File: src/rtl/threshold_peak_mc_pkg.sv
// Shared types and helpers for the multi-channel threshold/peak detector.
// Holds the channel state encoding, default widths and width helpers.
package threshold_pkg;

    localparam int DW_DEF = 32;
    localparam int TW_DEF = 32;
    localparam int CW_DEF = 16;

    typedef enum logic [1:0] {
        ST_IDLE = 2'd0,
        ST_WIN  = 2'd1,
        ST_PEND = 2'd2
    } ch_state_e;

    function automatic int clog2(input int v);
        int r;
        int x;
        r = 0;
        x = v - 1;
        while (x > 0) begin
            r = r + 1;
            x = x >> 1;
        end
        return r;
    endfunction

    // Channel-index width never collapses to zero, even for a single channel.
    function automatic int ch_w(input int n);
        return (n > 1) ? clog2(n) : 1;
    endfunction

endpackage

File: src/rtl/threshold_peak_mc_if.sv
// Event output port of threshold_peak_mc: registered valid/ack handshake.
// Payload stays stable while evt_valid is high and evt_ack is low.
interface threshold_peak_mc_if
    import threshold_pkg::*;
#(
    parameter int N_CH = 4,
    parameter int DW   = DW_DEF,
    parameter int TW   = TW_DEF
);
    localparam int CHW = ch_w(N_CH);

    logic           evt_valid;
    logic           evt_ack;
    logic [CHW-1:0] evt_ch;
    logic [DW-1:0]  evt_peak;
    logic [TW-1:0]  evt_time;

    modport master (
        output evt_valid,
        output evt_ch,
        output evt_peak,
        output evt_time,
        input  evt_ack
    );

    modport slave (
        input  evt_valid,
        input  evt_ch,
        input  evt_peak,
        input  evt_time,
        output evt_ack
    );

endinterface

File: src/rtl/threshold_channel.sv
// One channel: IDLE/WIN/PEND window FSM with peak/timestamp capture and quiet-count hysteresis.
// Optional forced close after MAX_WIN window samples under THRESHOLD_MAXWIN_EN; PEND holds until acked.
module threshold_channel
    import threshold_pkg::*;
#(
    parameter int DW = DW_DEF,
    parameter int TW = TW_DEF,
    parameter int CW = CW_DEF
`ifdef THRESHOLD_MAXWIN_EN
    ,
    parameter int MAX_WIN = 65535
`endif
) (
    input  logic          clk,
    input  logic          rst,
    input  logic [DW-1:0] sample_i,
    input  logic          sample_vld_i,
    input  logic [DW-1:0] high_i,
    input  logic [DW-1:0] low_i,
    input  logic [CW-1:0] hold_i,
    input  logic [TW-1:0] timer_i,
    input  logic          grant_ack_i,
    output logic          pend_o,
    output logic          drop_o,
    output logic [DW-1:0] peak_o,
    output logic [TW-1:0] time_o
);

    ch_state_e     state_q;
    logic [DW-1:0] peak_q;
    logic [TW-1:0] time_q;
    logic [CW-1:0] quiet_q;
    logic [CW-1:0] quiet_inc;
    logic [CW-1:0] hold_eff;
    logic          above;
    logic          below;

    assign above     = sample_i > high_i;
    assign below     = sample_i < low_i;
    assign hold_eff  = (hold_i == '0) ? CW'(1) : hold_i;
    assign quiet_inc = (&quiet_q) ? quiet_q : quiet_q + CW'(1);

`ifdef THRESHOLD_MAXWIN_EN
    localparam int WW = clog2(MAX_WIN + 1);
    logic [WW-1:0] win_q;
    logic [WW-1:0] win_inc;
    assign win_inc = win_q + WW'(1);
`endif

    always_ff @(posedge clk or negedge rst) begin
        if (!rst) begin
            state_q <= ST_IDLE;
            peak_q  <= '0;
            time_q  <= '0;
            quiet_q <= '0;
`ifdef THRESHOLD_MAXWIN_EN
            win_q   <= '0;
`endif
        end else begin
            case (state_q)
                ST_IDLE: begin
                    if (sample_vld_i && above) begin
                        peak_q  <= sample_i;
                        time_q  <= timer_i;
                        quiet_q <= '0;
`ifdef THRESHOLD_MAXWIN_EN
                        win_q   <= '0;
`endif
                        state_q <= ST_WIN;
                    end
                end
                ST_WIN: begin
                    if (sample_vld_i) begin
                        // Strict > on the peak keeps the earliest timestamp on ties.
                        if (above) begin
                            quiet_q <= '0;
                            if (sample_i > peak_q) begin
                                peak_q <= sample_i;
                                time_q <= timer_i;
                            end
                        end else if (below) begin
                            quiet_q <= quiet_inc;
                            if (quiet_inc >= hold_eff) begin
                                state_q <= ST_PEND;
                            end
                        end
`ifdef THRESHOLD_MAXWIN_EN
                        win_q <= win_inc;
                        if (32'(win_inc) >= MAX_WIN) begin
                            state_q <= ST_PEND;
                        end
`endif
                    end
                end
                ST_PEND: begin
                    if (grant_ack_i) begin
                        state_q <= ST_IDLE;
                    end
                end
                default: state_q <= ST_IDLE;
            endcase
        end
    end

    assign pend_o = (state_q == ST_PEND);
    // A crossing that arrives while the previous event is still queued is lost.
    assign drop_o = (state_q == ST_PEND) && sample_vld_i && above;
    assign peak_o = peak_q;
    assign time_o = time_q;

endmodule

File: src/rtl/threshold_peak_mc.sv
// N_CH threshold/peak detectors sharing a sample timer; events leave round-robin on a registered valid/ack port.
// Close-to-valid latency 2 cycles, one bubble after each ack; optional THRESHOLD_MAXWIN_EN forces long windows closed.
module threshold_peak_mc
    import threshold_pkg::*;
#(
    parameter int N_CH = 4,
    parameter int DW   = DW_DEF,
    parameter int TW   = TW_DEF,
    parameter int CW   = CW_DEF
`ifdef THRESHOLD_MAXWIN_EN
    ,
    parameter int MAX_WIN = 65535
`endif
) (
    input  logic                 clk,
    input  logic                 rst,
    input  logic [N_CH*DW-1:0]   data,
    input  logic                 data_valid,
    input  logic [DW-1:0]        HIGH,
    input  logic [DW-1:0]        LOW,
    input  logic [CW-1:0]        HOLD,
    threshold_peak_mc_if.master  evt,
    output logic [N_CH-1:0]      ovf,
    input  logic                 ovf_clr
);

    localparam int CHW = ch_w(N_CH);

    logic [TW-1:0]   timer_q;
    logic [N_CH-1:0] pend_vec;
    logic [N_CH-1:0] drop_vec;
    logic [N_CH-1:0] ack_vec;
    logic [DW-1:0]   peak_arr [N_CH];
    logic [TW-1:0]   time_arr [N_CH];

    logic            evt_vld_q,  evt_vld_d;
    logic [CHW-1:0]  evt_ch_q,   evt_ch_d;
    logic [DW-1:0]   evt_peak_q, evt_peak_d;
    logic [TW-1:0]   evt_time_q, evt_time_d;
    logic [CHW-1:0]  last_q,     last_d;
    logic [N_CH-1:0] ovf_q,      ovf_d;

    logic            sel_vld;
    logic [CHW-1:0]  sel_ch;
    logic [CHW-1:0]  cand;
    int              arb_idx;

    always_ff @(posedge clk or negedge rst) begin
        if (!rst) begin
            timer_q <= '0;
        end else if (data_valid) begin
            timer_q <= timer_q + TW'(1);
        end
    end

    for (genvar k = 0; k < N_CH; k++) begin : g_ch
        assign ack_vec[k] = evt_vld_q && evt.evt_ack && (evt_ch_q == CHW'(k));

        threshold_channel #(
            .DW (DW),
            .TW (TW),
            .CW (CW)
`ifdef THRESHOLD_MAXWIN_EN
            ,
            .MAX_WIN (MAX_WIN)
`endif
        ) u_ch (
            .clk          (clk),
            .rst          (rst),
            .sample_i     (data[k*DW +: DW]),
            .sample_vld_i (data_valid),
            .high_i       (HIGH),
            .low_i        (LOW),
            .hold_i       (HOLD),
            .timer_i      (timer_q),
            .grant_ack_i  (ack_vec[k]),
            .pend_o       (pend_vec[k]),
            .drop_o       (drop_vec[k]),
            .peak_o       (peak_arr[k]),
            .time_o       (time_arr[k])
        );
    end

    // Round-robin: first pending channel at or after last grant + 1, wrapping.
    always_comb begin
        sel_vld = 1'b0;
        sel_ch  = '0;
        cand    = '0;
        arb_idx = 0;
        for (int i = 0; i < N_CH; i++) begin
            arb_idx = (int'(last_q) + 1 + i) % N_CH;
            cand    = CHW'(arb_idx);
            if (!sel_vld && pend_vec[cand]) begin
                sel_vld = 1'b1;
                sel_ch  = cand;
            end
        end
    end

    always_comb begin
        evt_vld_d  = evt_vld_q;
        evt_ch_d   = evt_ch_q;
        evt_peak_d = evt_peak_q;
        evt_time_d = evt_time_q;
        last_d     = last_q;
        if (evt_vld_q) begin
            if (evt.evt_ack) begin
                evt_vld_d = 1'b0;
            end
        end else if (sel_vld) begin
            evt_vld_d  = 1'b1;
            evt_ch_d   = sel_ch;
            evt_peak_d = peak_arr[sel_ch];
            evt_time_d = time_arr[sel_ch];
            last_d     = sel_ch;
        end
    end

    // A new drop in the same cycle as a clear leaves the bit set.
    always_comb begin
        ovf_d = ovf_clr ? '0 : ovf_q;
        ovf_d = ovf_d | drop_vec;
    end

    always_ff @(posedge clk or negedge rst) begin
        if (!rst) begin
            evt_vld_q  <= 1'b0;
            evt_ch_q   <= '0;
            evt_peak_q <= '0;
            evt_time_q <= '0;
            last_q     <= CHW'(N_CH - 1);
            ovf_q      <= '0;
        end else begin
            evt_vld_q  <= evt_vld_d;
            evt_ch_q   <= evt_ch_d;
            evt_peak_q <= evt_peak_d;
            evt_time_q <= evt_time_d;
            last_q     <= last_d;
            ovf_q      <= ovf_d;
        end
    end

    assign evt.evt_valid = evt_vld_q;
    assign evt.evt_ch    = evt_ch_q;
    assign evt.evt_peak  = evt_peak_q;
    assign evt.evt_time  = evt_time_q;
    assign ovf           = ovf_q;

endmodule

File: src/flat_wrapper.sv
// flat-port wrapper written by rule: the top's interface ports become plain ports
module threshold_peak_mc_flat import threshold_pkg::*;
#(
    parameter int N_CH = 4,
    parameter int DW   = DW_DEF,
    parameter int TW   = TW_DEF,
    parameter int CW   = CW_DEF

)
  (clk, rst, data, data_valid, HIGH, LOW, HOLD, ovf, ovf_clr, evt_evt_valid, evt_evt_ch, evt_evt_peak, evt_evt_time, evt_evt_ack);
  threshold_peak_mc_if #(.N_CH(N_CH), .DW(DW), .TW(TW)) evt_i ();
  input  logic clk;
  input  logic rst;
  input  logic [N_CH*DW-1:0] data;
  input  logic data_valid;
  input  logic [DW-1:0] HIGH;
  input  logic [DW-1:0] LOW;
  input  logic [CW-1:0] HOLD;
  output logic [N_CH-1:0] ovf;
  input  logic ovf_clr;
  output wire logic [$bits(evt_i.evt_valid)-1:0] evt_evt_valid;
  output wire logic [$bits(evt_i.evt_ch)-1:0] evt_evt_ch;
  output wire logic [$bits(evt_i.evt_peak)-1:0] evt_evt_peak;
  output wire logic [$bits(evt_i.evt_time)-1:0] evt_evt_time;
  input wire logic [$bits(evt_i.evt_ack)-1:0] evt_evt_ack;
  assign evt_evt_valid = evt_i.evt_valid;
  assign evt_evt_ch = evt_i.evt_ch;
  assign evt_evt_peak = evt_i.evt_peak;
  assign evt_evt_time = evt_i.evt_time;
  assign evt_i.evt_ack = evt_evt_ack;
  threshold_peak_mc #(.N_CH(N_CH), .DW(DW), .TW(TW), .CW(CW)) u_core (.clk(clk), .rst(rst), .data(data), .data_valid(data_valid), .HIGH(HIGH), .LOW(LOW), .HOLD(HOLD), .evt(evt_i), .ovf(ovf), .ovf_clr(ovf_clr));
endmodule
File: config.mk
export PLATFORM = sky130hd
export DESIGN_NAME = threshold_peak_mc_flat
export DESIGN_NICKNAME = d
export VERILOG_FILES = /design/src/rtl/threshold_peak_mc_pkg.sv /design/src/rtl/threshold_peak_mc_if.sv /design/src/rtl/threshold_channel.sv /design/src/rtl/threshold_peak_mc.sv /design/src/flat_wrapper.sv
export SDC_FILE = /design/constraint.sdc
export NUM_CORES = 1
export LEC_CHECK = 0
export ABC_CLOCK_PERIOD_IN_PS = 10700
export CORE_MARGIN = 2
export CORE_UTILIZATION = 55
export CTS_CLUSTER_DIAMETER = 150
export DETAILED_ROUTE_END_ITERATION = 7
export PLACE_DENSITY = 0.77
export SLEW_MARGIN = 10
export SYNTH_ARGS = -nofsm -noshare
export SYNTH_HDL_FRONTEND = slang
export SYNTH_SLANG_ARGS = --single-unit
File: constraint.sdc
create_clock -name clk -period 10.7 [get_ports clk]
set_input_delay 1.07 -clock clk [delete_from_list [all_inputs] [get_ports clk]]
set_output_delay 1.07 -clock clk [all_outputs]
set_load 0.01 [all_outputs]
==> results.cfg, run 1 <==
[outcome]
outcome = complete, no violations

[setup_path]
path_class = in2reg
max_stage_delay_ns = 0.90
critPathRequiredTime_ns = 11.18
critPathSlowestCell = a21oi_4
critPathTopFamily = compound AO/OA/AOI/OAI gates
cp-end-kind = flip-flop
path_max_fanout = 37
setup.worst_path.start_class = primary input
critPathArrivalTime_ns = 5.66
crit_buf_inv = 3
path_cells = clkdlybuf4s50_1 > inv_1 > ha_1 > nand4_1 > or4_1 > o21bai_1 > a31oi_4 > o21ai_2 > a21oi_4 > buf_4 > mux2_2

[synth]
synth.cell_area_mm2 = 0.03048
synth-warning-count = 0
ys_seq_area_share_pct = 35.56
yosysTopAreaCell = dfrtp_1
synth.most_common_cell = ha_1
synthTopCellsByArea = dfrtp_1, ha_1, mux2_2
synth.net_count = 3819
synthArstFlopShare_pct = 100.0
synth_common_cells = ha_1, dfrtp_1, nand2_1
synth-seq-cells = 433
synth-edff-count = 0
syn_avg_cell_area_um2 = 9.654
ys_types = 79
syn_inst = 3157
synth_top_area_share_pct = 35.39
synth_ff_type = dfrtp_1

[finish]
area_growth_pct = 17.05
final_area_mm2 = 0.03567
layout.nets = 4058
register_area_mm2 = 0.01084
final_cells = 4193
multi_input_area_mm2 = 0.01824
num-fill-cells = 4414
final_layout_size_suffix_gt1_share_pct = 12.29

[timing]
final.setup.worst_slack_ns = 5.517
tns_ns = 0
max_slew_margin_pct = 12.89
hold_viol_final = 0
slew_violations = 0
finalSetupViolations = 0
fin_crit_ns = 5.183
worstMarginPinSlew_ns = 1.302
fmax_ghz = 0.1929
fin_skew_ns = 0.01667
rsz0062_at_grt = no
period_share_pct = 48.44

[floorplan]
core_mm2 = 0.05499
die_h_um = 239.4
start_util_pct = 55.43
io_pins = 284
num_rows = 86
fp.dieArea_mm2 = 0.05731
die_width_um = 239.4

[drt]
route.detailed.drc = 0
vias = 25970
viasPerCell = 6.193
wirelength_um = 101100
final_antenna_net_count = 0
dr.pass1.iters = 6
wl_per_cell_um = 24.12
drtIter0Drc = 2270

[cts]
cts_setup_buffers = 0
clockRootBuffer = clkbuf_16
cts_max_level = 2
ctsHoldBuffers = 0
insertion_delay_ns = 0.60
clockBufferDepth = 3
cts_tree = built
cts_resized = 0
clk_pin_slew_ns = 0.06
cts_made_buffers = 49
cts_sinks = 433

[global_routing]
grtUsageTotal_pct = 35.11
grt_pass1_wl_um = 153100
grt_max_degree = 173
overflow = 0
antenna_found_initial = 14
grt_pass1_vias = 25790

[placement]
port_buffers = 283
place_area_mm2 = 0.03396
post-dp-hpwl_um = 75980
place_inst = 4093
pre_cts_slack_ns = 4.990
place.gp.congestion = 1.004

[power_and_ir_drop]
p_per_area_mw_per_mm2 = 177.1
p_leak_uw = 0.01695
ir_worst_vdd_mv = 0.1476

[hold_path]
min_path_type = reg2reg

[run]
cap_violations = 0
per-layer routing:
layer  GRT usage, %  up-vias  part of all wire [%]
met5              0        -                 0.079
met4          13.30       12                   3.8
met3          5.682      175                   8.0
met2          54.45     1016                    44
met1          49.36    12760                    44
li1               -    12000                     -
path summary, 6_finish.rpt:
kind	startpoint	to	slack [ns]	cells past startpoint
min in group asynchronous	rst	u_core.g_ch[2].u_ch.time_o[28]	0.55	1
max reg2reg	u_core.g_ch[1].u_ch.quiet_q[4]	u_core.g_ch[1].u_ch.state_q[1]	6.45	14
min reg2reg	u_core.evt.evt_peak[21]	u_core.evt.evt_peak[21]	0.48	2
max	HIGH[30]	u_core.g_ch[0].u_ch.time_o[9]	5.52	11
max in group asynchronous	rst	u_core.g_ch[1].u_ch.quiet_q[1]	8.67	2
min	u_core.evt.evt_peak[21]	u_core.evt.evt_peak[21]	0.48	2
registers in the layout (all words and copies together), names as in the netlist, 4 cells and up:
name / count
u_core.timer_q: 32
u_core.g_ch.u_ch.state_q: 8
u_core.g_ch.u_ch.peak_o: 128
u_core.evt.evt_time: 32
u_core.evt.evt_peak: 32
u_core.g_ch.u_ch.quiet_q: 64
u_core.ovf: 4
u_core.g_ch.u_ch.time_o: 128
stage by stage:
step / utilization [%] / total power (uW) / hold slack [ns]
4_1_cts: 64.83 / 6302 / 0.4796
3_5_place_dp: 61.76 / 4503 / 0.4668
3_3_place_gp: 61.76 / 4394 / 0.4593
5_1_grt: 64.87 / 6681 / 0.5090
6_report: 64.88 / 6316 / 0.4781
2_1_floorplan: - / 3675 / 0.4580
cell type report:
type / count / share of cell area [%]
clock inverters: 19 / 0.6699
repair buffers: 301 / 8.403
inverters: 254 / 2.673
diodes: 10 / 0.07015
flip-flops and latches: 433 / 30.38
multi-input cells: 2357 / 51.12
clock buffers: 71 / 4.061
well taps: 748 / 2.623
cells in the final DEF (no fill, tap or decap), types with 16 or more instances in the layout:
| cell | count |
|---|---|
| nand4_1 | 117 |
| xor2_1 | 19 |
| clkbuf_16 | 49 |
| nand2_1 | 356 |
| ha_1 | 449 |
| xnor2_1 | 47 |
| a21oi_1 | 160 |
| inv_1 | 253 |
| nor2b_1 | 21 |
| dfrtp_1 | 431 |
| and3_1 | 92 |
| o31ai_1 | 71 |
| mux2_2 | 295 |
| clkdlybuf4s50_1 | 282 |
| a211oi_1 | 53 |
| buf_4 | 16 |
| nor3_1 | 34 |
| a21o_1 | 37 |
| nand2b_1 | 21 |
| nand3_1 | 90 |
| o211ai_1 | 24 |
| nor2_1 | 141 |
| nor4_1 | 25 |
| o21ai_0 | 98 |
logic make-up (layout without fill, tap and decap cells):
kind of cell	Yosys count	in the layout	share of synthesized area, %
XOR/XNOR	66	66	1.897
adder cells (fa/ha/maj)	449	449	18.43
AO/OA/AOI/OAI	572	572	12.58
AND/OR/NAND/NOR	957	957	15.28
multiplexers	313	313	11.52
buffers and inverters	367	645	4.738
flip-flops	433	433	35.56
other	0	10	0
worst min-delay path: cells and delay by family, from the launching register on:
| family | cells | cell delay, ns |
|---|---|---|
| AO/OA/AOI/OAI | 1 | 0.05 |
| flip-flops | 1 | 0.34 |
| AND/OR/NAND/NOR | 1 | 0.05 |
where the power goes:
part | switching (uW) | internal [uW] | total [uW]
logic | 1130 | 1030 | 2160
clock network | 738 | 1040 | 1780
registers | 338 | 2040 | 2380
total | 2210 | 4110 | 6320
(Power assumes the default switching activity.)
==> run 2: changes to the inputs <==
--- a/config.mk
+++ b/config.mk
@@ -5,9 +5,9 @@
 export SDC_FILE = /design/constraint.sdc
 export NUM_CORES = 1
 export LEC_CHECK = 0
-export ABC_CLOCK_PERIOD_IN_PS = 10700
+export ABC_CLOCK_PERIOD_IN_PS = 4390
 export CORE_MARGIN = 2
-export CORE_UTILIZATION = 55
+export CORE_UTILIZATION = 53
 export CTS_CLUSTER_DIAMETER = 150
 export DETAILED_ROUTE_END_ITERATION = 7
 export PLACE_DENSITY = 0.77
==> constraint.sdc (replaced) <==
create_clock -name clk -period 4.39 [get_ports clk]
set_input_delay 0.439 -clock clk [delete_from_list [all_inputs] [get_ports clk]]
set_output_delay 0.439 -clock clk [all_outputs]
set_load 0.01 [all_outputs]
==> results.cfg, run 2 (synthesized netlist as in run 1, its figures left out) <==
[cts]
cts_sinks = 433
ctsHoldBuffers = 1
insertion_delay_ns = 0.61
cts_tree = built
clockBufferDepth = 3
cts_max_level = 2
clk_pin_slew_ns = 0.06
clockRootBuffer = clkbuf_16
cts_made_buffers = 49
cts_setup_buffers = 0
cts_resized = 0

[finish]
final_common_cell = ha_1
final_cells = 4249
final_layout_size_suffix_gt1_share_pct = 13.19
num-fill-cells = 4585
area_growth_pct = 18.68
fin_util_pct = 63.90
layout.nets = 4104
final_cell_mix = ha_1, dfrtp_1, nand2_1, mux2_2, clkdlybuf4s50_1

[timing]
finalSetupViolations = 0
final.setup.worst_slack_ns = 0.5624
tns_ns = 0
fin_crit_ns = 3.828
rsz0062_at_grt = no
slew_violations = 0
fmax_ghz = 0.2613
max_slew_margin_pct = 22.15
worstMarginPinSlew_ns = 1.165
hold_viol_final = 0
period_share_pct = 87.19
fin_skew_ns = 0.02617

[power_and_ir_drop]
p_leak_uw = 0.01722
p_total_uw = 15260
p_per_area_mw_per_mm2 = 421.8
ir_worst_vdd_mv = 0.3334

[global_routing]
overflow = 0
antenna_found_initial = 23
grt_max_degree = 127
grt_pass1_wl_um = 146400
grtUsageTotal_pct = 31.55
grt_pass1_vias = 25150

[floorplan]
io_pins = 284
die_h_um = 243.8
die_width_um = 243.8
num_rows = 87
core_mm2 = 0.05660
fp.dieArea_mm2 = 0.05944
start_util_pct = 53.84

[drt]
vias = 26050
wl_per_cell_um = 22.37
wl_met1_um = 40350
dr.pass1.iters = 7
drtIter0Drc = 2570
routed-wl-met2_um = 41180
final_antenna_net_count = 0
route.met3.wl_um = 8900
viasPerCell = 6.130
wirelength_um = 95070
dr.max_layer_used = met5
route.detailed.drc = 0

[setup_path]
critPathArrivalTime_ns = 4.35
crit-reg2reg-capture = u_core.g_ch[0].u_ch.state_q[0]
path_class = reg2reg
r2r_start = u_core.g_ch[0].u_ch.quiet_q[0]
path_max_fanout = 6
critPathRequiredTime_ns = 4.91
cp-end-kind = flip-flop
r2r_cells = 16
r2r_slack_ns = 0.56
setup.worst_path.start_class = flip-flop

[placement]
pre_cts_slack_ns = 0.2206
post-dp-hpwl_um = 71330
place.gp.congestion = 0.9970
port_buffers = 283
place_inst = 4146

[run]
cap_violations = 0

[hold_path]
min_path_type = in2async

[outcome]
outcome = complete, no violations
-- run 2: changes by cell type in the layout (fill, tap and decap cells not counted), sizes merged, moves of 2 or more --
cell | before | now
clkinv | 12 | 14
diode | 10 | 12
buf | 19 | 64
inv | 256 | 254
-- run 2: final cells by class --
class | instances | area (um2) | share of cell area (%)
inverter | 254 | 953.4 | 2.636
timing repair buffer | 347 | 3546 | 9.803
sequential | 433 | 10840 | 29.96
multi-input combinational | 2357 | 18240 | 50.41
clock buffer | 72 | 1393 | 3.850
clock inverter | 18 | 230.2 | 0.6365
tap | 756 | 945.9 | 2.615
antenna | 12 | 30.03 | 0.08302
-- run 2: metal layers --
layer / vias up / track usage (%)
met1: 12580 / 43.64
met5: - / 0
met2: 1132 / 47.71
met4: 20 / 14.01
met3: 213 / 6.499
li1: 12100 / -
-- run 2: where the power goes --
part	internal (uW)	switching (uW)
Clock	2440	1750
Combinational	2590	2670
Sequential	4970	830
Total	10000	5250
-- run 2: stage by stage --
step	hold slack (ns)	instance area, um2
6_report	0.4756	36170
5_1_grt	0.4915	36160
4_1_cts	0.4675	36140
3_5_place_dp	0.4688	34510
3_3_place_gp	0.4627	34510
2_1_floorplan	0.1434	30480
-- run 2: critical path, stage by stage (launching register included) --
cell and delay [ns]:
dfrtp_1 0.42, ha_1 0.23, nand2_1 0.16, nor4_1 0.08
buf_4 0.15, a21oi_1 0.45, nor2b_1 0.38, nand3_1 0.19
xnor2_1 0.24, ha_1 0.28, a21oi_1 0.13, o21ai_0 0.09
a21o_1 0.18, a211oi_1 0.24, nor2_1 0.07, o31a_1 0.26
o21ai_0 0.18
-- run 2: how the worst max path moves through the flow --
stage | from | end | slack, ns
after floorplan | u_core.g_ch[1].u_ch.quiet_q[4] | u_core.g_ch[1].u_ch.state_q[1] | 1.00
after global placement | HIGH[1] | u_core.g_ch[1].u_ch.time_o[10] | 0.29
after detailed placement | HIGH[1] | u_core.g_ch[1].u_ch.time_o[3] | 0.22
after CTS | u_core.g_ch[0].u_ch.quiet_q[0] | u_core.g_ch[0].u_ch.state_q[0] | 0.59
after global routing | u_core.g_ch[0].u_ch.quiet_q[0] | u_core.g_ch[0].u_ch.state_q[0] | 0.23
final | u_core.g_ch[0].u_ch.quiet_q[0] | u_core.g_ch[0].u_ch.state_q[0] | 0.56
==> run 3: changes to the inputs <==
==> constraint.sdc (replaced) <==
create_clock -name clk -period 4.39 [get_ports clk]
set_input_delay 0.878 -clock clk [delete_from_list [all_inputs] [get_ports clk]]
set_output_delay 0.878 -clock clk [all_outputs]
set_load 0.01 [all_outputs]
==> results.cfg, run 3 (synthesized netlist as in run 1, its figures left out) <==
[outcome]
outcome = complete, no violations

[drt]
viasPerCell = 6.142
drtIter0Drc = 2610
vias = 26670
route.detailed.drc = 0
dr.pass1.iters = 5
wl_per_cell_um = 22.43
wirelength_um = 97410
final_antenna_net_count = 0

[setup_path]
r2r_slack_ns = 0.70
path_cells = clkdlybuf4s50_1 > ha_1 > nand2_1 > o21ai_0 > a221oi_1 > o22ai_1 > nor2_1 > buf_4 > a21oi_1 > buf_4 > mux2i_1
path_depth = 11
crit_start = data[91]
path_max_fanout = 10
crit_path_end = u_core.g_ch[2].u_ch.quiet_q[11]
r2r_cells = 13
critPathSlowestCell = o21ai_0
critPathRequiredTime_ns = 4.91
r2r_start = u_core.g_ch[2].u_ch.quiet_q[0]
path_class = in2reg
max_stage_delay_ns = 0.66
crit_buf_inv = 3
crit-reg2reg-capture = u_core.g_ch[2].u_ch.state_q[0]
setup.worst_path.start_class = primary input
critPathTopFamily = compound AO/OA/AOI/OAI gates
critPathArrivalTime_ns = 4.70
critical_path.most_common_cell = buf_4
cp-end-kind = flip-flop

[timing]
rsz0062_at_grt = no
hold_viol_final = 0
period_share_pct = 95.28
fmax_ghz = 0.2391
fin_crit_ns = 4.183
finalSetupViolations = 0
worstMarginPinSlew_ns = 0.9489
slew_violations = 0
fin_skew_ns = 0.02805
max_slew_margin_pct = 36.61

[cts]
ctsHoldBuffers = 0
cts_tree = built
cts_made_buffers = 48
cts_max_level = 2
cts_setup_buffers = 0
clockBufferDepth = 3
clk_pin_slew_ns = 0.06
insertion_delay_ns = 0.62
cts_sinks = 433
clockRootBuffer = clkbuf_16
cts_resized = 0

[global_routing]
grt_pass1_vias = 25920
grtUsageTotal_pct = 32.46
overflow = 0
grt.met3_usage_pct = 6.698
use_met1_pct = 45.07
grt_max_degree = 117
grt_pass1_wl_um = 150700
met2_usage_pct = 48.07
grt_busiest_layer = met2
antenna_found_initial = 18

[floorplan]
start_util_pct = 53.84
die_h_um = 243.8
core_mm2 = 0.05660
io_pins = 284
num_rows = 87
fp.dieArea_mm2 = 0.05944
die_width_um = 243.8

[finish]
layout.nets = 4201
final_cells = 4343
final_layout_size_suffix_gt1_share_pct = 15.58
area_growth_pct = 20.72
final_common_cell = ha_1
fin_util_pct = 65.00
final_cell_mix = ha_1, dfrtp_1, nand2_1, mux2_2, clkdlybuf4s50_1

[power_and_ir_drop]
ir_worst_vdd_mv = 0.3530
p_per_area_mw_per_mm2 = 412.7
p_leak_uw = 0.01763

[placement]
post-dp-hpwl_um = 73970
place.gp.congestion = 1.026
place_inst = 4245
port_buffers = 283

[run]
cap_violations = 0

[hold_path]
min_path_type = in2async
## run 3: per-stage QoR
stage	area [um2]	total power (uW)	hold WS, ns	setup slack, ns	TNS, ns
6_report	36790	15190	0.3802	0.2074	0
3_3_place_gp	35240	10900	0.4614	-0.1934	-11.20
3_5_place_dp	35240	11100	0.4653	-0.2493	-13.39
4_1_cts	36760	15120	0.3984	0.3941	0
2_1_floorplan	30480	8957	0.4580	0.9619	0
5_1_grt	36790	16060	0.4510	0.2936	0
## run 3: layout make-up
cell class | instances | area [um2]
diodes | 12 | 30.03
clock buffers | 65 | 1315
clock inverters | 21 | 210.2
fillers | 4506 | 19810
inverters | 254 | 953.4
multi-input cells | 2357 | 18230
flip-flops and latches | 433 | 10840
well taps | 756 | 945.9
repair buffers | 445 | 4267
## run 3: worst min-delay path by stage
| stage | startpoint | endpoint | cells after the start |
|---|---|---|---|
| final | rst | u_core.g_ch[2].u_ch.time_o[24] | 1 |
| after global routing | rst | u_core.g_ch[1].u_ch.time_o[24] | 1 |
| after CTS | rst | u_core.g_ch[1].u_ch.time_o[24] | 1 |
| after detailed placement | u_core.evt.evt_peak[7] | u_core.evt.evt_peak[7] | 2 |
| after global placement | u_core.evt.evt_peak[18] | u_core.evt.evt_peak[18] | 2 |
| after floorplan | u_core.g_ch[0].u_ch.time_o[11] | u_core.g_ch[0].u_ch.time_o[11] | 1 |
## run 3: power by group
group	total (uW)	switching (uW)	internal (uW)
Combinational	5410	2750	2670
Sequential	5810	833	4970
Clock	3970	1780	2190
## run 3: layer usage
metal | vias to the layer above | part of all wire (%)
met5 | - | 0.098
met4 | 14 | 5.3
met3 | 245 | 9.2
met2 | 1137 | 43
met1 | 12990 | 43
li1 | 12290 | -
